===== config.mk =====
export PLATFORM = sky130hd
export DESIGN_NAME = residual_operand_issuer
export DESIGN_NICKNAME = d
export VERILOG_FILES = /design/src/rtl/residual_operand_issuer_pkg.sv /design/src/rtl/residual_operand_issuer_rd_lat_pipe.sv /design/src/rtl/residual_operand_issuer.sv
export SDC_FILE = /design/constraint.sdc
export NUM_CORES = 1
export LEC_CHECK = 0
export CAP_MARGIN = 30
export CORE_MARGIN = 3
export CORE_UTILIZATION = 49
export CTS_CLUSTER_SIZE = 10
export DETAILED_ROUTE_END_ITERATION = 8
export HOLD_SLACK_MARGIN = 0.15
export PLACE_DENSITY = 0.81
export SYNTH_ARGS = -nofsm -noshare
export SYNTH_HDL_FRONTEND = slang
export SYNTH_HIERARCHICAL = 1
export SYNTH_SLANG_ARGS = --single-unit
export TNS_END_PERCENT = 50

===== constraint.sdc =====
create_clock -name clk -period 2.7 [get_ports clk]
set_input_delay 0.54 -clock clk [delete_from_list [all_inputs] [get_ports clk]]
set_output_delay 0.54 -clock clk [all_outputs]
set_load 0.1 [all_outputs]

===== src/rtl/residual_operand_issuer_pkg.sv =====
// residual_operand_issuer_pkg: shared state and job-config types for the residual operand issuer
package residual_operand_issuer_pkg;
  localparam int IDATA_WIDTH = 16;
  localparam int CDATA_SCALE_WIDTH = 8;
  localparam int CDATA_SHIFT_WIDTH = 5;
  localparam int ADDR_WIDTH = 10;
  localparam int LEN_WIDTH = 11;
  typedef enum logic [2:0] {IDLE, CFG, GAP, ISSUE, DRAIN} state_e;
  typedef struct packed {
    logic [CDATA_SCALE_WIDTH-1:0] scale_a;
    logic [CDATA_SCALE_WIDTH-1:0] scale_b;
    logic [CDATA_SHIFT_WIDTH-1:0] shift;
    logic [LEN_WIDTH-1:0]         len;
    logic [ADDR_WIDTH-1:0]        base_a;
    logic [ADDR_WIDTH-1:0]        base_b;
  } cfg_t;
endpackage


===== src/rtl/residual_operand_issuer_rd_lat_pipe.sv =====
// residual_operand_issuer_rd_lat_pipe: read-latency valid-tag delay line and registered operand outputs
module residual_operand_issuer_rd_lat_pipe #(
  parameter int IDATA_W = 16,
  parameter int RD_LAT  = 1
) (
  input  logic                      clk,
  input  logic                      rst_n,
  input  logic                      rd_en,
  input  logic signed [IDATA_W-1:0] rd_data_a,
  input  logic signed [IDATA_W-1:0] rd_data_b,
  output logic signed [IDATA_W-1:0] in_data_a,
  output logic signed [IDATA_W-1:0] in_data_b,
  output logic                      in_data_vld
);
  logic [RD_LAT-1:0]  tag_q, tag_d;
  logic [IDATA_W-1:0] a_q, a_d, b_q, b_d;
  logic               vld_q, vld_d;
  always_comb begin
    tag_d = RD_LAT'({tag_q, rd_en});
    vld_d = tag_q[RD_LAT-1];
    a_d = vld_d ? rd_data_a : a_q;
    b_d = vld_d ? rd_data_b : b_q;
  end
  always_ff @(posedge clk) begin
    if (!rst_n) begin
      tag_q <= '0;
      vld_q <= 1'b0;
      a_q <= '0;
      b_q <= '0;
    end else begin
      tag_q <= tag_d;
      vld_q <= vld_d;
      a_q <= a_d;
      b_q <= b_d;
    end
  end
  assign in_data_a = a_q;
  assign in_data_b = b_q;
  assign in_data_vld = vld_q;
endmodule


===== src/rtl/residual_operand_issuer.sv =====
// residual_operand_issuer: programs the residual adder then streams A/B operand pairs and counts responses
module residual_operand_issuer
  import residual_operand_issuer_pkg::*;
#(
  parameter int IDATA_W = IDATA_WIDTH,
  parameter int SCALE_W = CDATA_SCALE_WIDTH,
  parameter int SHIFT_W = CDATA_SHIFT_WIDTH,
  parameter int ADDR_W  = ADDR_WIDTH,
  parameter int LEN_W   = LEN_WIDTH,
  parameter int RD_LAT  = 1
) (
  input  logic                      clk,
  input  logic                      rst_n,
  input  logic                      start,
  input  logic [LEN_W-1:0]          len,
  input  logic [SCALE_W-1:0]        scale_a_cfg,
  input  logic [SCALE_W-1:0]        scale_b_cfg,
  input  logic [SHIFT_W-1:0]        shift_cfg,
  input  logic [ADDR_W-1:0]         base_addr_a,
  input  logic [ADDR_W-1:0]         base_addr_b,
  input  logic                      pause,
  output logic                      busy,
  output logic                      done,
  output logic                      rd_en,
  output logic [ADDR_W-1:0]         rd_addr_a,
  output logic [ADDR_W-1:0]         rd_addr_b,
  input  logic signed [IDATA_W-1:0] rd_data_a,
  input  logic signed [IDATA_W-1:0] rd_data_b,
  output logic                      scale_vld,
  output logic [SCALE_W-1:0]        scale_a,
  output logic [SCALE_W-1:0]        scale_b,
  output logic                      shift_vld,
  output logic [SHIFT_W-1:0]        shift,
  output logic signed [IDATA_W-1:0] in_data_a,
  output logic signed [IDATA_W-1:0] in_data_b,
  output logic                      in_data_vld,
  input  logic                      out_data_vld
);
  state_e           state_q, state_d;
  cfg_t             cfg_q, cfg_d;
  logic [LEN_W-1:0] k_q, k_d, ret_q, ret_d, resp_q, resp_d;
  logic             accept, all_back;
  assign accept = state_q == IDLE && start;
  assign all_back = ret_q == cfg_q.len && resp_q == cfg_q.len;
  always_ff @(posedge clk) begin
    if (!rst_n) begin
      state_q <= IDLE;
      cfg_q <= '0;
      k_q <= '0;
      ret_q <= '0;
      resp_q <= '0;
    end else begin
      state_q <= state_d;
      cfg_q <= cfg_d;
      k_q <= k_d;
      ret_q <= ret_d;
      resp_q <= resp_d;
    end
  end
  always_comb begin
    state_d = state_q;
    unique case (state_q)
      IDLE:    state_d = start ? CFG : IDLE;
      CFG:     state_d = GAP;
      GAP:     state_d = cfg_q.len == '0 ? DRAIN : ISSUE;
      ISSUE:   state_d = !pause && k_q == cfg_q.len - LEN_W'(1) ? DRAIN : ISSUE;
      DRAIN:   state_d = all_back ? IDLE : DRAIN;
      default: state_d = IDLE;
    endcase
  end
  // responses beyond len saturate so a stray beat cannot push resp past the compare value
  always_comb begin
    cfg_d = accept ? '{scale_a: scale_a_cfg, scale_b: scale_b_cfg, shift: shift_cfg,
                       len: len, base_a: base_addr_a, base_b: base_addr_b} : cfg_q;
    k_d = accept ? '0 : k_q + LEN_W'(rd_en);
    ret_d = accept ? '0 : ret_q + LEN_W'(in_data_vld);
    resp_d = accept ? '0 : resp_q + LEN_W'(out_data_vld && busy && resp_q != cfg_q.len);
  end
  always_comb begin
    busy = state_q != IDLE;
    scale_vld = state_q == CFG;
    shift_vld = state_q == CFG;
    rd_en = state_q == ISSUE && !pause;
    done = state_q == DRAIN && all_back;
  end
  assign rd_addr_a = cfg_q.base_a + ADDR_W'(k_q);
  assign rd_addr_b = cfg_q.base_b + ADDR_W'(k_q);
  assign scale_a = cfg_q.scale_a;
  assign scale_b = cfg_q.scale_b;
  assign shift = cfg_q.shift;
  residual_operand_issuer_rd_lat_pipe #(.IDATA_W(IDATA_W), .RD_LAT(RD_LAT)) u_pipe (
    .clk(clk),
    .rst_n(rst_n),
    .rd_en(rd_en),
    .rd_data_a(rd_data_a),
    .rd_data_b(rd_data_b),
    .in_data_a(in_data_a),
    .in_data_b(in_data_b),
    .in_data_vld(in_data_vld)
  );
endmodule

==> flow_summary.yaml, run 1 <==
status:
  outcome: "finished, violations left"
  violations: "negative setup slack"
placement:
  dpl.hpwl_mm: 11.93
  dp_slack_ns: -0.04659
  dpl.cell_count: 1011
  io_buffers: 167
  gp_congestion: 0.8626
grt:
  grt_usage: 0.2321
  gr-total-overflow: 0
  grt_max_degree: 53
  grt_pass1_wl_mm: 26.93
  grt_pass1_vias: 5629
  grt_antenna_before_repair: 0
clock_tree:
  cts_made_buffers: 17
  cts_buffer_depth: 2
  clk_pin_slew_ns: 0.05
  clock_latency_ns: 0.41
  htreeDepth: 4
  clock-sinks: 122
  ctsHoldBuffers: 0
  cts-root-buf: "clkbuf_16"
  cts_tree: "built"
sta:
  worst_pin_slew_ns: 1.008
  fin_ws_ns: -0.3310
  setup_viol: 8
  post-route-period-util: 1.123
  layout_min_cycle_time_ns: 3.031
  hold_viol: 0
  rsz0062_at_grt: "yes"
  slew_viol_final: 0
  relSlewSlack: 0.3280
  fin_skew_ns: 0.01017
  timing.fmax_ghz: 0.3299
logic_synthesis:
  ys_ff_latch: 122
  netlist_area_um2: 6291
  synthTopCellsByArea: "dfxtp_1 39%, nand2_1 7.5%, xor2_1 6.1%"
  yosysTopAreaCellShare: 0.3882
  synth_cell_types: 53
  synth_xor_xnor_area_share: 0.1030
  synth.most_common_cell: "nand2_1"
  synth-compound-area-share: 0.1024
  yosys.area.top_type: "dfxtp_1"
  ys.flop_type: "dfxtp_1"
  synthTopCellsByCount: "125 x nand2_1, 122 x dfxtp_1, 47 x nor2_1"
  syn_nets: 835
  synthAdderAreaFrac: 0.05609
  synthMuxAreaShare: 0.05091
  synth_top_family_by_area: "simple AND/OR/NAND/NOR gates"
  synth-simple-area-share: 0.2273
  synth-edff-count: 0
  async_flop_share: 0
  syn_area_per_cell_um2: 8.750
  yosys_warnings: 6
  syn_inst: 719
  seq_area_frac_synth: 0.3882
floorplanning:
  ioPinCount: 168
  die_w_um: 119.3
  fp-row-count: 40
  dieArea_um2: 14230
  fp.dieH_um: 119.3
  core_um2: 12260
  initial_core_util: 0.5131
route:
  avgViaCountPerCell: 5.158
  post_drt_wl_per_cell_um: 15.72
  routed_wl_mm: 16.49
  drtIter0Drc: 362
  antenna_left: 0
  drc: 0
  via_count: 5411
  first_pass_iters: 4
worst_setup_path:
  crit_path_end_kind: "output pin"
  worstRegToRegCells: 10
  required_ns: 2.16
  start_kind: "register"
  arrival_ns: 2.49
  crit_type: "register to output pin"
  path_max_fanout: 4
finish:
  diodes: 0
  nNetsFinal: 984
  area_growth_pct: 42.08
  nFillCells: 869
  instances_no_fill: 1049
  drive_above_1_share: 0.2281
  post-route-util: 0.7290
power_and_ir_drop:
  power_leakage_nw: 3.681
  ir_drop_v: 0.0005289
  comb_power_share: 0.277
  clock_power_share: 0.363
  p_sw_mw: 1.847
  intPower_mw: 3.666
  power_frac_seq: 0.360
  switching_share: 0.3351
  powerDensity_nw_per_um2: 616.8
job:
  drv_cap: 0
min_path:
  holdCritPathClass: "register to register"
  hold_depth: 2
-- final timing paths --
| check | startpoint | endpoint | slack, ns |
|---|---|---|---|
| worst max-delay path | k_q[1] | rd_addr_b[9] | -0.33 |
| worst min-delay path | scale_a[7] | scale_a[7] | 0.46 |
| worst max register to register | state_q[1] | resp_q[10] | 0.43 |
| worst min register to register | scale_a[7] | scale_a[7] | 0.46 |
-- power by group through the flow --
stage / combinational [mW] / clock (mW) / sequential, mW
after floorplan: 1.10 / 0 / 2.00
after global placement: 1.49 / 0 / 2.01
after detailed placement: 1.51 / 0 / 2.01
after CTS: 1.52 / 2.02 / 1.98
after global routing: 1.62 / 2.12 / 1.99
final: 1.53 / 2.00 / 1.98
-- state kept, by name, summed over array words and instances (netlist names) --
| name | count |
|---|---|
| ret_q | 11 |
| cfg_q | 31 |
| u_pipe/tag_q | 1 |
| state_q | 3 |
| u_pipe/in_data_vld | 1 |
| u_pipe/in_data_a | 16 |
| scale_b | 8 |
| scale_a | 8 |
| shift | 5 |
| resp_q | 11 |
| k_q | 11 |
| u_pipe/in_data_b | 16 |
-- cell families (layout without fill, tap and decap cells) --
family,Yosys count,count (layout)
flip-flops,122,122
buffers and inverters,76,238
AND/OR/NAND/NOR,296,296
AO/OA/AOI/OAI,92,92
multiplexers,32,32
adder cells (fa/ha/maj),27,27
XOR/XNOR,74,74
-- critical path, stage by stage, from the launching register on --
cell	delay, ns
dfxtp_4	0.36
buf_6	0.12
ha_4	0.19
a21o_1	0.16
a21oi_2	0.18
o21ai_2	0.08
or4_4	0.42
and3_4	0.17
a211oi_4	0.19
buf_12	0.21
-- metrics by stage --
step                hold WS, ns  setup TNS [ns]  cell area, um2  total power, mW
CTS                      0.4577          -2.504            8862            5.526
finish                   0.4551          -2.013            8939            5.513
floorplan                0.4354          -2.560            6530            3.096
global placement         0.4443        -0.02626            8235            3.495
detailed placement       0.4484        -0.06374            8235            3.524
global route             0.4837          -2.736            8939            5.734
-- routing by layer --
metal	vias up	global-route usage	wire, um
met5	-	0	0
met2	162	0.4158	8712
met1	2559	0.2615	6490
li1	2668	-	-
met3	22	0.06648	1017
met4	0	0.08447	272
-- area by class of cell --
class / count / area [um2] / area share
Sequential cell: 122 / 2465 / 0.2758
Inverter: 13 / 48.80 / 0.005459
Clock buffer: 23 / 478.0 / 0.05347
Timing Repair Buffer: 193 / 1943 / 0.2174
Tap cell: 168 / 210.2 / 0.02352
Clock inverter: 9 / 46.29 / 0.005179
Multi-Input combinational cell: 521 / 3747 / 0.4192
-- placed cells by master, fill, tap and decap left out, types with 4 or more instances in the layout --
| master | instances |
|---|---|
| nand2_1 | 123 |
| dfxtp_1 | 110 |
| clkdlybuf4s50_1 | 87 |
| buf_4 | 82 |
| nor2_1 | 46 |
| xor2_1 | 42 |
| a21boi_0 | 42 |
| nor2b_1 | 34 |
| mux2i_1 | 32 |
| nand3_1 | 24 |
| xnor2_1 | 24 |
| buf_12 | 22 |
| ha_1 | 19 |
| clkbuf_16 | 17 |
| inv_1 | 12 |
| and3_1 | 12 |
| nor3_1 | 11 |
| a21boi_1 | 10 |
| dfxtp_2 | 9 |
| o21ai_0 | 8 |
| clkinv_2 | 8 |
| o21ai_2 | 6 |
| ha_4 | 6 |
| nor4_1 | 5 |
| and2_1 | 5 |
| nand2b_1 | 4 |
| a21oi_2 | 4 |
| a21oi_1 | 4 |
-- what timing repair did --
action	4_1_cts	5_1_grt
setup endpoints to repair	9	10
pin swaps	14	10
resized for setup	16	15
setup buffers	3	3
(Power assumes the default switching activity.)
==> inputs of run 2 (changes only) <==
--- a/config.mk
+++ b/config.mk
@@ -12,6 +12,7 @@
 export DETAILED_ROUTE_END_ITERATION = 8
 export HOLD_SLACK_MARGIN = 0.15
 export PLACE_DENSITY = 0.81
+export SLEW_MARGIN = 15
 export SYNTH_ARGS = -nofsm -noshare
 export SYNTH_HDL_FRONTEND = slang
 export SYNTH_HIERARCHICAL = 1
==> run 2 against run 1 <==
The flow still finishes with violations (negative setup slack). Combinational power about the same. Cell count about the same. Final area increased by 0.22%. Core utilization increased by 0.16 points. Via count about the same. Worst hold slack improved by 0.00093 ns. Critical path type unchanged. Critical path depth unchanged. Clock skew decreased by 0.0042 ns. Clock power about the same.
==> flow_summary.yaml, run 2 (synthesized netlist as in run 1, its figures left out) <==
status:
  outcome: "finished, violations left"
  violations: "negative setup slack"
worst_setup_path:
  regToRegEndpoint: "resp_q[10]"
  worst-r2r-setup-slack_ns: 0.42
  worstRegToRegCells: 10
  start_kind: "register"
  required_ns: 2.16
  path_max_fanout: 4
  crit_type: "register to output pin"
  startpoint: "k_q[1]"
  arrival_ns: 2.49
  crit_path_end_kind: "output pin"
  reg2reg_from: "state_q[1]"
  cp-endpoint: "rd_addr_b[9]"
sta:
  worst_pin_slew_ns: 0.6718
  fin_hold_ws_ns: 0.4560
  fin_skew_ns: 0.005938
  rsz0062_at_grt: "yes"
  layout_min_cycle_time_ns: 3.030
  relSlewSlack: 0.5465
  fin_ws_ns: -0.3297
  timing.fmax_ghz: 0.3301
  slew_viol_final: 0
  hold_viol: 0
  setup_viol: 8
  post-route-period-util: 1.122
clock_tree:
  clk_pin_slew_ns: 0.05
  cts_tree: "built"
  htreeDepth: 4
  cts_buffer_depth: 2
  clock-sinks: 122
  cts_made_buffers: 17
  clock_latency_ns: 0.41
  ctsHoldBuffers: 0
  cts-root-buf: "clkbuf_16"
route:
  first_pass_iters: 5
  via_count: 5414
  post_drt_wl_per_cell_um: 15.68
  routed_wl_mm: 16.47
  drc: 0
  avgViaCountPerCell: 5.156
  drtIter0Drc: 332
  antenna_left: 0
grt:
  grt_antenna_before_repair: 0
  grt_usage: 0.2321
  grt_pass1_wl_mm: 26.93
  grt_pass1_vias: 5629
  gr-total-overflow: 0
  grt_max_degree: 53
finish:
  top_register: "cfg_q"
  mostFrequentLayoutCells: "123 x nand2_1, 110 x dfxtp_1, 87 x clkdlybuf4s50_1, 82 x buf_4, 46 x nor2_1"
  area_growth_pct: 42.40
  drive_above_1_share: 0.2290
  post-route-util: 0.7306
  final_common_cell: "nand2_1"
  nNetsFinal: 985
  diodes: 0
  largest_reg_flops: 31
  post-route-cell-area_um2: 8959
floorplanning:
  fp.dieH_um: 119.3
  dieArea_um2: 14230
  fp-row-count: 40
  core_um2: 12260
  ioPinCount: 168
  initial_core_util: 0.5131
  die_w_um: 119.3
placement:
  io_buffers: 167
  gp_congestion: 0.8626
  dpl.hpwl_mm: 11.93
  place_area_um2: 8235
power_and_ir_drop:
  intPower_mw: 3.667
  clock_power_share: 0.363
  comb_power_share: 0.278
  power_leakage_nw: 3.689
  ir_drop_v: 0.0005254
  switching_share: 0.3341
  powerDensity_nw_per_um2: 614.7
  power_frac_seq: 0.360
  power_mw: 5.507
  p_sw_mw: 1.840
job:
  drv_cap: 0
min_path:
  holdCritPathClass: "register to register"
  worstHoldStart: "scale_a[7]"
[run 2: cell types whose count changed in the layout (fill, tap and decap cells not counted)]
cell,change
buf_12,+1
[run 2: cell type report]
cell class / count / area, um2
clock inverter: 9 / 46.29
sequential: 122 / 2465
tap: 168 / 210.2
fill: 864 / 3303
timing repair buffer: 194 / 1963
inverter: 13 / 48.80
multi-input combinational: 521 / 3747
clock buffer: 23 / 478.0
[run 2: critical path, stage by stage, from the launching register on]
cell      delay [ns]
dfxtp_4         0.36
buf_6           0.12
ha_4            0.19
a21o_1          0.16
a21oi_2         0.18
o21ai_2         0.08
or4_4           0.42
and3_4          0.17
a211oi_4        0.19
buf_12          0.21
[run 2: power by group through the flow]
| stage | combinational [mW] | sequential (mW) | clock [mW] |
|---|---|---|---|
| 6_report | 1.53 | 1.98 | 2.00 |
| 5_1_grt | 1.63 | 1.99 | 2.12 |
| 4_1_cts | 1.52 | 1.98 | 2.02 |
| 3_5_place_dp | 1.51 | 2.01 | 0 |
| 3_3_place_gp | 1.49 | 2.01 | 0 |
| 2_1_floorplan | 1.10 | 2.00 | 0 |
[run 2: routing by layer]
metal | global-route usage | vias to the layer above | share of wire
li1 | - | 2667 | -
met1 | 0.2615 | 2579 | 0.40
met2 | 0.4158 | 142 | 0.53
met3 | 0.06648 | 26 | 0.051
met4 | 0.08447 | 0 | 0.017
met5 | 0 | - | 0
[run 2: how the worst min path moves through the flow]
stage	endpoint	slack [ns]	depth (start not counted)
after global placement	scale_b[7]	0.44	2
after floorplan	scale_a[7]	0.44	2
final	scale_a[7]	0.46	2
after global routing	scale_b[2]	0.48	2
after CTS	scale_a[7]	0.46	2
after detailed placement	scale_a[7]	0.45	2
[run 2: per-stage QoR]
step,cells,worst slack [ns],TNS (ns)
global route,1050,-0.4274,-2.736
detailed placement,1011,-0.04659,-0.06374
finish,1050,-0.3297,-1.987
global placement,1011,-0.02626,-0.02626
CTS,1046,-0.4062,-2.504
floorplan,719,-0.3592,-2.560
[run 2: timing repair]
action,in CTS,in global routing
pin swaps,14,10
endpoints found under the hold margin,0,0
setup buffers,3,3
gates resized for setup,16,15
setup endpoints to repair,9,10
==> inputs of run 3 (changes only) <==
--- a/config.mk
+++ b/config.mk
@@ -11,7 +11,7 @@
 export CTS_CLUSTER_SIZE = 10
 export DETAILED_ROUTE_END_ITERATION = 8
 export HOLD_SLACK_MARGIN = 0.15
-export PLACE_DENSITY = 0.81
+export PLACE_DENSITY = 0.84
 export SLEW_MARGIN = 15
 export SYNTH_ARGS = -nofsm -noshare
 export SYNTH_HDL_FRONTEND = slang
==> run 3 against run 2 <==
The run still ends with negative setup slack left. Cell count hardly changed. Via count is 1.9% higher. Core utilization is 0.20 points higher.
==> flow_summary.yaml, run 3 (synthesized netlist as in run 1, its figures left out) <==
sta:
  slew_viol_final: 0
  post-route-period-util: 1.152
  fin_ws_ns: -0.4093
  fin_skew_ns: 0.01287
  rsz0062_at_grt: "yes"
  setup_viol: 8
  timing.fmax_ghz: 0.3216
  layout_min_cycle_time_ns: 3.109
  hold_viol: 0
  worst_pin_slew_ns: 0.7073
  relSlewSlack: 0.5225
grt:
  grt_usage: 0.2412
  grt_max_degree: 81
  gr-total-overflow: 0
  grt_antenna_before_repair: 0
  grt_pass1_wl_mm: 27.57
  grt_pass1_vias: 5654
worst_setup_path:
  crit_path_end_kind: "output pin"
  start_kind: "register"
  startpoint: "k_q[1]"
  reg2reg_from: "resp_q[5]"
  crit_path_top_delay_cell: "or4_4"
  required_ns: 2.16
  slowest_delay_ns: 0.56
  crit_type: "register to output pin"
  path_max_fanout: 4
  crit_path_cell_trace: "ha_4 > a21o_1 > a21oi_2 > o21ai_2 > or4_4 > and3_4 > a211oi_4 > buf_12"
  arrival_ns: 2.57
power_and_ir_drop:
  powerDensity_nw_per_um2: 648.0
  ir_drop_v: 0.0006124
  power_leakage_nw: 3.743
  power_mw: 5.821
placement:
  dpl.hpwl_mm: 12.60
  gp_congestion: 0.8453
  place_area_um2: 8223
  io_buffers: 167
floorplanning:
  fp.dieH_um: 119.3
  dieArea_um2: 14230
  core_um2: 12260
  die_w_um: 119.3
  ioPinCount: 168
  initial_core_util: 0.5131
  fp-row-count: 40
clock_tree:
  cts_tree: "built"
  ctsHoldBuffers: 0
  clock-sinks: 122
  clk_pin_slew_ns: 0.06
  clock_latency_ns: 0.42
  cts_buffer_depth: 2
  htreeDepth: 4
  cts_made_buffers: 17
  cts-root-buf: "clkbuf_16"
route:
  post_drt_wl_per_cell_um: 16.43
  first_pass_iters: 5
  drtIter0Drc: 243
  via_count: 5517
  avgViaCountPerCell: 5.259
  antenna_left: 0
  routed_wl_mm: 17.24
  drc: 0
finish:
  nNetsFinal: 984
  top_register: "cfg_q"
  final_common_cell: "nand2_1"
  post-route-cell-area_um2: 8984
  mostFrequentLayoutCells: "122 x nand2_1, 114 x dfxtp_1, 87 x clkdlybuf4s50_1, 83 x buf_4, 45 x nor2_1"
  diodes: 0
  largest_reg_flops: 31
  area_growth_pct: 42.80
  drive_above_1_share: 0.2202
  nFillCells: 877
job:
  drv_cap: 0
min_path:
  worstHoldStart: "scale_a[1]"
  holdCritPathClass: "register to register"
status:
  outcome: "finished, violations left"
  violations: "negative setup slack"
## run 3: through the flow
| step | util | hold slack, ns | TNS [ns] | setup WS [ns] | cells |
|---|---|---|---|---|---|
| floorplan | - | 0.4354 | -2.560 | -0.3592 | 719 |
| global placement | 0.6706 | 0.4443 | -0.06485 | -0.04720 | 1011 |
| detailed placement | 0.6706 | 0.4560 | -0.08205 | -0.05052 | 1011 |
| CTS | 0.7244 | 0.4641 | -2.480 | -0.3829 | 1046 |
| global route | 0.7327 | 0.4913 | -2.931 | -0.5018 | 1049 |
| finish | 0.7327 | 0.4599 | -2.041 | -0.4093 | 1049 |
## run 3: layer usage
layer	vias up	part of all wire	GRT usage
li1	2670	-	-
met2	184	0.53	0.4338
met4	0	0.022	0.08232
met3	40	0.054	0.06505
met5	-	0	0
met1	2623	0.40	0.2749
## run 3: path summary, 6_finish.rpt
kind / depth (start not counted) / slack, ns / end
setup / recovery: 8 / -0.41 / rd_addr_b[9]
setup reg to reg: 11 / 0.24 / resp_q[10]
hold reg to reg: 2 / 0.46 / scale_a[1]
hold / removal: 2 / 0.46 / scale_a[1]
## run 3: critical path, delay by kind of cell (launching register included)
kind,cells,cell delay (ns)
buf+inv,1,0.21
simple gates,2,0.74
flops,1,0.38
compound gates,4,0.62
fa+ha+maj,1,0.20
## run 3: timing repair
action | CTS | global route
gates resized for setup | 9 | 15
setup buffers | 3 | 2
pin swaps | 11 | 5
endpoints found under the setup margin | 9 | 11
## run 3: layout make-up
| type | count | area (um2) | share of cell area |
|---|---|---|---|
| clock buffer | 24 | 491.7 | 0.05474 |
| clock inverter | 8 | 115.1 | 0.01281 |
| inverter | 13 | 48.80 | 0.005432 |
| multi-input combinational | 521 | 3721 | 0.4142 |
| sequential | 122 | 2457 | 0.2735 |
| tap | 168 | 210.2 | 0.02340 |
| timing repair buffer | 193 | 1939 | 0.2159 |
## run 3: power by group
group	switching, mW	internal, mW
logic	1.01	0.539
registers	0.0748	1.89
clock network	0.769	1.54
total	1.85	3.97
